[src/rtl/sound_sequencer.sv]
// sound_sequencer: plays one of four sample clips from a shared sample ROM
// into the audio controller, one sample every SAMPLE_DIV clocks.
// Optional feature macro: SOUND_PREEMPT_EN (higher-priority clip aborts the
// clip in progress while it is in LOAD or WAIT).
//
// Handshake: write_audio_out is a one-cycle strobe that is only ever high
// while audio_out_allowed is high in the same cycle. The sample on the
// channel outputs is valid whenever write_audio_out is high. While the
// controller is full, the sequencer waits in PUSH and holds rom_addr and
// the channel data.
module sound_sequencer #(
    parameter int SAMPLE_DIV = 1200,
    parameter int ADDR_W     = 18,
    parameter int SAMPLE_W   = 6
) (
    input  logic                CLOCK_50,
    input  logic                reset,
    input  logic [3:0]          play_req,
    output logic                busy,
    output logic [1:0]          active_clip,
    output logic                done,
    output logic [ADDR_W-1:0]   rom_addr,
    input  logic [SAMPLE_W-1:0] rom_q,
    input  logic                audio_out_allowed,
    output logic                write_audio_out,
    output logic [31:0]         left_channel_audio_out,
    output logic [31:0]         right_channel_audio_out
);

    typedef enum logic [1:0] {
        IDLE = 2'd0,
        LOAD = 2'd1,
        WAIT = 2'd2,
        PUSH = 2'd3
    } state_t;

    // LOAD + (SAMPLE_DIV-2) WAIT cycles + PUSH gives SAMPLE_DIV cycles per sample
    localparam logic [10:0] WAIT_LAST = 11'(SAMPLE_DIV - 3);

    state_t              state;
    state_t              state_next;
    logic [3:0]          pending;
    logic [10:0]         counter;
    logic [31:0]         channel;
    logic [1:0]          pick_idx;
    logic                pick_valid;
    logic                preempt;
    logic                grant;
    logic [3:0]          grant_mask;
    logic                at_end;
    logic                write_en;

    // First word of each clip
    function automatic logic [ADDR_W-1:0] clip_start(input logic [1:0] idx);
        case (idx)
            2'd0:    clip_start = ADDR_W'(0);
            2'd1:    clip_start = ADDR_W'(16396);
            2'd2:    clip_start = ADDR_W'(66983);
            default: clip_start = ADDR_W'(83255);
        endcase
    endfunction

    // Last word of each clip (inclusive)
    function automatic logic [ADDR_W-1:0] clip_end(input logic [1:0] idx);
        case (idx)
            2'd0:    clip_end = ADDR_W'(16395);
            2'd1:    clip_end = ADDR_W'(66982);
            2'd2:    clip_end = ADDR_W'(83254);
            default: clip_end = ADDR_W'(137138);
        endcase
    endfunction

    // Fixed-priority pick of the pending clips: lowest index wins
    always_comb begin
        pick_idx = 2'd0;
        for (int i = 3; i >= 0; i--) begin
            if (pending[i]) pick_idx = 2'(i);
        end
    end

    assign pick_valid = |pending;
    assign at_end     = (rom_addr == clip_end(active_clip));
    assign write_en   = (state == PUSH) && audio_out_allowed;

    // Preemption only during LOAD/WAIT so an in-flight write is never cut short
    always_comb begin
`ifdef SOUND_PREEMPT_EN
        preempt = ((state == LOAD) || (state == WAIT)) && pick_valid &&
                  (pick_idx < active_clip);
`else
        preempt = 1'b0;
`endif
    end

    assign grant      = ((state == IDLE) && pick_valid) || preempt;
    assign grant_mask = grant ? (4'b0001 << pick_idx) : 4'b0000;

    // State register
    always_ff @(posedge CLOCK_50) begin
        if (reset) state <= IDLE;
        else       state <= state_next;
    end

    // Next-state logic
    always_comb begin
        state_next = state;
        case (state)
            IDLE: if (pick_valid) state_next = LOAD;
            LOAD: state_next = WAIT;
            WAIT: if (counter == WAIT_LAST) state_next = PUSH;
            PUSH: if (audio_out_allowed) state_next = at_end ? IDLE : LOAD;
            default: state_next = IDLE;
        endcase
        if (preempt) state_next = LOAD;
    end

    // Request latch, address/clip tracking, pacing counter and sample capture
    always_ff @(posedge CLOCK_50) begin
        if (reset) begin
            pending     <= 4'b0000;
            counter     <= 11'd0;
            rom_addr    <= '0;
            active_clip <= 2'd0;
            done        <= 1'b0;
            channel     <= 32'd0;
        end else begin
            // A new request in the grant cycle re-arms the bit, so a held request loops
            pending <= (pending & ~grant_mask) | play_req;
            done    <= write_en && at_end;

            if (grant) begin
                rom_addr    <= clip_start(pick_idx);
                active_clip <= pick_idx;
            end else if (write_en) begin
                if (at_end) begin
                    rom_addr    <= '0;
                    active_clip <= 2'd0;
                end else begin
                    rom_addr <= rom_addr + ADDR_W'(1);
                end
            end

            if (state == LOAD)      counter <= 11'd0;
            else if (state == WAIT) counter <= counter + 11'd1;

            // rom_q is valid for the current address from the first WAIT cycle on
            if (state == WAIT) channel <= {rom_q, {(32 - SAMPLE_W){1'b0}}};
        end
    end

    assign busy                    = (state != IDLE);
    assign write_audio_out         = write_en;
    assign left_channel_audio_out  = channel;
    assign right_channel_audio_out = channel;

endmodule

[config.mk]
export PLATFORM = sky130hd
export DESIGN_NAME = sound_sequencer
export DESIGN_NICKNAME = d
export VERILOG_FILES = /design/src/rtl/sound_sequencer.sv
export SDC_FILE = /design/constraint.sdc
export NUM_CORES = 1
export LEC_CHECK = 0
export ABC_CLOCK_PERIOD_IN_PS = 2500
export BUFFER_PORTS_ARGS = -buffer_cell sky130_fd_sc_hd__buf_2
export CAP_MARGIN = 20
export CORE_MARGIN = 8
export CORE_UTILIZATION = 50
export CTS_CLUSTER_SIZE = 8
export DETAILED_ROUTE_END_ITERATION = 8
export GPL_TIMING_DRIVEN = 0
export PLACE_DENSITY = 0.88
export SLEW_MARGIN = 15
export SYNTH_ARGS = -nofsm -noshare
export SYNTH_HDL_FRONTEND = slang
export SYNTH_SLANG_ARGS = --single-unit
export TNS_END_PERCENT = 1
[constraint.sdc]
create_clock -name CLOCK_50 -period 2.5 [get_ports CLOCK_50]
set_input_delay 0.125 -clock CLOCK_50 [delete_from_list [all_inputs] [get_ports CLOCK_50]]
set_output_delay 0.125 -clock CLOCK_50 [all_outputs]
set_load 0.005 [all_outputs]
==> impl_metrics.yaml, run 1 <==
status:
  status: "completed"
floorplanning:
  num_io_pins: 100
  initial_core_util_pct: 50.98
  die_y_um: 90.47
  dieWidth_um: 90.47
  coreArea_um2: 5439
  die_area_um2: 8184
  placementRows: 27
clock_tree:
  ctsResizeCount: 0
  holdBufCountCts: 0
  clk_pin_slew_ns: 0.09
  cts_inserted_buffers: 5
  insertion_delay_ns: 0.31
  cts_setup_buffers: 0
  cts_tree: "yes"
  cts_max_level: 2
  clockBufferDepth: 2
  clkSinkCount: 44
  cts_root_buffer: "clkbuf_8"
synth:
  synth-seq-cells: 44
  synthCells: 327
  synth.avg_cell_area_um2: 8.479
  ys_seq_area_share_pct: 31.77
  synth_top_area_share_pct: 31.77
  synth_largest_area_cell: "dfxtp_1"
  syn_area_um2: 2773
  synth_cell_type_count: 56
  synth_warnings: 0
  synth-async-reset-ratio_pct: 0
  synth-edff-count: 0
  synth_area_leaders: "dfxtp_1, buf_4, nor2_1, xor2_1, ha_1"
  yosys_most_used_dff: "dfxtp_1"
setup_path:
  r2r-end: "rom_addr[10]"
  reg2reg_depth: 8
  critPathRequiredTime_ns: 2.68
  cp_slowest_cell: "or4_1"
  critPathLaunchType: "flop"
  arrival_ns: 2.23
  slowest_delay_ns: 0.49
  crit_start: "active_clip[0]"
  crit_fanout: 10
  reg2reg_slack_ns: 0.45
  cp-endpoint: "rom_addr[10]"
  critical_path.endpoint_type: "flop"
  worstPathCellList: "inv_1 > ha_1 > or4_1 > a21oi_2 > nand2_2 > buf_6 > a31oi_1 > a211oi_1"
  r2r-start: "active_clip[0]"
  crit_type: "reg2reg"
sta:
  worst_pin_slew_ns: 0.6145
  setup_viol: 0
  max_clock_freq_mhz: 487.5
  tns_ns: 0
  whs_ns: 0.01546
  fin_skew_ns: 0.01043
  hold_viol: 0
  slew_headroom_pct: 59.03
  fin_crit_sh_pct: 82.04
  min_period_ns: 2.051
  maxSlewViolCount: 0
  grt_setup_unrepaired: "false"
grt:
  grt_max_degree: 14
  grt_util_all_layers_pct: 15.16
  antenna_found_initial: 0
  gr-total-overflow: 0
  grt_pass1_vias: 2305
  grt_first_pass_wirelength_um: 10530
final_layout:
  ff_latch_area_um2: 880.8
  fin_util_pct: 61.97
  diodes: 0
  multi_input_area_um2: 1558
  drive_gt1_share_pct: 31.02
  layout_commonest_cell: "buf_4"
  most-common-layout-cells: "buf_4, conb_1, buf_2, dfxtp_1, nor2_1"
  fillers: 507
  syn_to_final_growth_pct: 21.57
  final_nets: 455
routing:
  ant_nets: 0
  vias_per_cell: 4.766
  drc: 0
  totalWireLength_um: 6466
  wl_per_cell_um: 12.83
  vias: 2402
  dr.pass1.iters: 4
  drt_iter0_markers: 146
pwr:
  pwr_density_cell_nw_per_um2: 684.3
  peakVddDrop_uv: 395.8
  leakagePower_nw: 1.590
hold_path:
  whs_path_depth: 3
  hp-class: "in2reg"
place:
  port-buffer-count: 47
  gp_congestion: 0.9263
  place_hpwl_um: 5044
flow_run:
  drv_cap: 0
[cells by family after synthesis]
logic type	count (synthesis)	synth area share, %
AND/OR/NAND/NOR	119	23.10
buffers and inverters	77	18.95
AO/OA/AOI/OAI	48	12.27
flip-flops	44	31.77
XOR/XNOR	19	6.002
adder cells (fa/ha/maj)	10	4.513
multiplexers	9	3.249
other	1	0.1352
[how the worst min path moves through the flow]
stage                             to         from
final                     pending[0]  play_req[0]
after global routing      pending[1]  play_req[1]
after CTS                 pending[0]  play_req[0]
after detailed placement  pending[0]  play_req[0]
after global placement    pending[0]  play_req[0]
after floorplan                 done        reset
[cell usage after synthesis, types with 3 or more instances]
library cell,number
and3_1,3
mux2i_1,9
xnor2_1,3
ha_1,10
buf_4,60
dfxtp_1,44
inv_1,8
clkbuf_1,4
nand3_1,13
nand2b_1,4
o21ai_0,7
a211oi_1,3
nor4_1,4
buf_2,3
nand4_1,10
nor2b_1,3
nor3_1,6
a31oi_1,4
xor2_1,16
a21oi_1,13
o21ai_1,4
nor2_1,38
nand2_1,17
[area by class of cell]
| type | count | share of cell area (%) |
|---|---|---|
| clock buffers | 5 | 2.042 |
| repair buffers | 47 | 6.978 |
| plain buffers | 69 | 14.70 |
| multi-input cells | 257 | 46.21 |
| flip-flops and latches | 44 | 26.13 |
| clock inverters | 2 | 0.3712 |
| inverters | 8 | 0.8909 |
| well taps | 72 | 2.673 |
[worst max-delay path: cells and delay by family (launching register included)]
family / cells / cell delay (ns)
fa+ha+maj: 1 / 0.24
flops: 1 / 0.40
compound gates: 3 / 0.46
simple gates: 2 / 0.57
buf+inv: 2 / 0.26
[metrics by stage]
stage	instance area, µm²	total power [W]	setup WS (ns)	cells
2_1_floorplan	2964	0.001599	0.6075	378
6_report	3371	0.002307	0.4489	504
5_1_grt	3371	0.002468	0.2934	504
4_1_cts	3371	0.002308	0.4337	504
3_3_place_gp	3289	0.001827	0.4767	497
3_5_place_dp	3289	0.001862	0.4416	497
[routing by layer]
layer | wire length [µm] | share of wire (%) | GRT usage, % | up-vias
li1 | - | - | - | 1225
met1 | 2723 | 42 | 16.00 | 1086
met2 | 3142 | 49 | 27.04 | 88
met3 | 560 | 8.7 | 6.650 | 3
met4 | 40 | 0.62 | 3.190 | 0
met5 | 0 | 0 | 0 | -
[where the power goes]
group          total, W  internal [W]  switching, W
registers      0.000928      0.000797      0.000132
logic          0.000937      0.000423      0.000514
clock network  0.000441      0.000190      0.000252
[state kept, by name, summed over array words and instances (netlist names)]
register and flops:
active_clip 2, counter 11, done 1, left_channel_audio_out 6
pending 4, rom_addr 18, state 2
(Power assumes the default switching activity.)
==> run 2, diff against run 1 <==
ABC_CLOCK_PERIOD_IN_PS = 1850   (was 2500)
CORE_UTILIZATION = 45   (was 50)
PLACE_DENSITY = 0.84   (was 0.88)
clock period = 1.85 ns   (was 2.5 ns; I/O delays follow)
==> impl_metrics.yaml, run 2 (same netlist as run 1, synthesis figures left out) <==
routing:
  vias: 2544
  vias_per_cell: 4.921
  wl_per_cell_um: 13.39
  ant_nets: 0
  dr.pass1.iters: 4
  drc: 0
  totalWireLength_um: 6925
  drt_iter0_markers: 155
status:
  status: "completed"
pwr:
  leakagePower_nw: 1.659
  total_power_w: 0.003296
  peakVddDrop_uv: 575.6
  pwr_density_cell_nw_per_um2: 926.2
final_layout:
  layout_commonest_cell: "buf_4"
  most-common-layout-cells: "buf_4, conb_1, buf_2, nor2_1, dfxtp_1"
  fillers: 537
  syn_to_final_growth_pct: 28.34
  regMostFlops: "rom_addr"
  final_nets: 464
  drive_gt1_share_pct: 36.88
  diodes: 0
  ff_latch_area_um2: 892.1
  largest_register_ffs: 18
  stdcell_count: 517
  multi_input_area_um2: 1634
setup_path:
  crit_fanout: 10
  reg2reg_slack_ns: 0.008
  critPathLaunchType: "flop"
  r2r-end: "active_clip[0]"
  cp_slowest_cell: "or4_4"
  slowest_delay_ns: 0.50
  reg2reg_depth: 8
  crit_type: "reg2reg"
  r2r-start: "rom_addr[10]"
  critical_path.endpoint_type: "flop"
  arrival_ns: 2.01
  worstPathCellList: "buf_6 > nand2_1 > or4_4 > a21oi_4 > nand2_4 > o21ai_4 > buf_6 > o22ai_1"
  cpMostUsedCell: "buf_6"
  critPathRequiredTime_ns: 2.02
clock_tree:
  insertion_delay_ns: 0.30
  cts_root_buffer: "clkbuf_8"
  cts_inserted_buffers: 5
  clkSinkCount: 44
  cts_tree: "yes"
  cts_max_level: 2
  clockBufferDepth: 2
  clk_pin_slew_ns: 0.09
sta:
  fin_crit_sh_pct: 99.59
  min_period_ns: 1.842
  max_clock_freq_mhz: 542.8
  slew_headroom_pct: 59.45
  hold_viol: 0
  setup_viol: 0
  grt_setup_unrepaired: "true"
  maxSlewViolCount: 0
  whs_ns: 0.02172
  fin_skew_ns: 0.01208
  worst_pin_slew_ns: 0.6083
floorplanning:
  coreArea_um2: 5956
  initial_core_util_pct: 46.55
  num_io_pins: 100
  dieWidth_um: 94.50
  die_y_um: 94.50
  placementRows: 28
  die_area_um2: 8929
place:
  gp_congestion: 0.8945
  dpl.cell_count: 500
  port-buffer-count: 47
  place_hpwl_um: 5080
flow_run:
  drv_cap: 0
grt:
  gr-total-overflow: 0
  antenna_found_initial: 0
  grt_pass1_vias: 2430
  grt_first_pass_wirelength_um: 10780
  grt_util_all_layers_pct: 14.63
  grt_max_degree: 15
hold_path:
  hold_end: "left_channel_audio_out[30]"
  hold_path.startpoint: "rom_q[4]"
  hp-class: "in2reg"
  whs_path_depth: 3
-- run 2: cell types whose count changed in the layout (fill, tap and decap cells not counted), moves of 2 or more --
cell,delta
buf_6,+2
ha_1,-3
inv_2,+2
ha_2,+2
buf_4,+2
inv_1,-2
o21ai_1,+2
dlygate4sd3_1,+3
dfxtp_2,+9
o21ai_0,-2
dfxtp_1,-9
-- run 2: layout make-up --
| type | count | area share, % |
|---|---|---|
| flip-flops and latches | 44 | 25.07 |
| plain buffers | 69 | 14.21 |
| multi-input cells | 257 | 45.92 |
| clock buffers | 6 | 2.321 |
| well taps | 75 | 2.637 |
| inverters | 8 | 0.8439 |
| clock inverters | 2 | 0.4219 |
| repair buffers | 56 | 8.579 |
-- run 2: through the flow --
step	setup TNS (ns)	util [%]	instance area (µm²)	setup slack, ns
3_3_place_gp	-1.099	55.32	3294	-0.1227
6_report	0	59.75	3558	0.007560
3_5_place_dp	-1.716	55.32	3294	-0.1576
2_1_floorplan	0	-	2965	0.007909
4_1_cts	0	58.89	3507	0.006002
5_1_grt	-0.3277	59.75	3558	-0.06081
-- run 2: worst max-delay path, delay by kind of cell (launching register included) --
kind | cells | cell delay (ns)
flip-flops | 1 | 0.34
buffers and inverters | 2 | 0.28
AO/OA/AOI/OAI | 3 | 0.44
AND/OR/NAND/NOR | 3 | 0.65
-- run 2: power breakdown --
group	total, W	switching [W]	internal, W
Sequential	0.00127	0.000181	0.00109
Clock	0.000651	0.000348	0.000303
Combinational	0.00137	0.000738	0.000637
Total	0.00330	0.00127	0.00203
-- run 2: routing by layer --
metal  track usage [%]  part of all wire (%)
met5                 0                     0
met1             15.87                    40
met3             5.635                    11
met4             4.291                   1.9
met2             25.78                    47
-- run 2: worst max path at each step --
| stage | start | to | cells after the start | slack, ns |
|---|---|---|---|---|
| after floorplan | active_clip[1] | rom_addr[4] | 8 | 0.008 |
| after global placement | active_clip[0] | active_clip[0] | 8 | -0.12 |
| after detailed placement | active_clip[0] | active_clip[0] | 8 | -0.16 |
| after CTS | rom_addr[10] | active_clip[0] | 8 | 0.006 |
| after global routing | active_clip[0] | rom_addr[10] | 9 | -0.06 |
| final | rom_addr[10] | active_clip[0] | 8 | 0.008 |
-- run 2: repair_timing --
| item | CTS | global route |
|---|---|---|
| hold buffers | 3 | 0 |
| pin swaps | 5 | 3 |
| endpoints found under the setup margin | 20 | 23 |
| endpoints found under the hold margin | 3 | 0 |
| resized for setup | 14 | 16 |
| cloned | 2 | 0 |
| setup buffers | 3 | 1 |
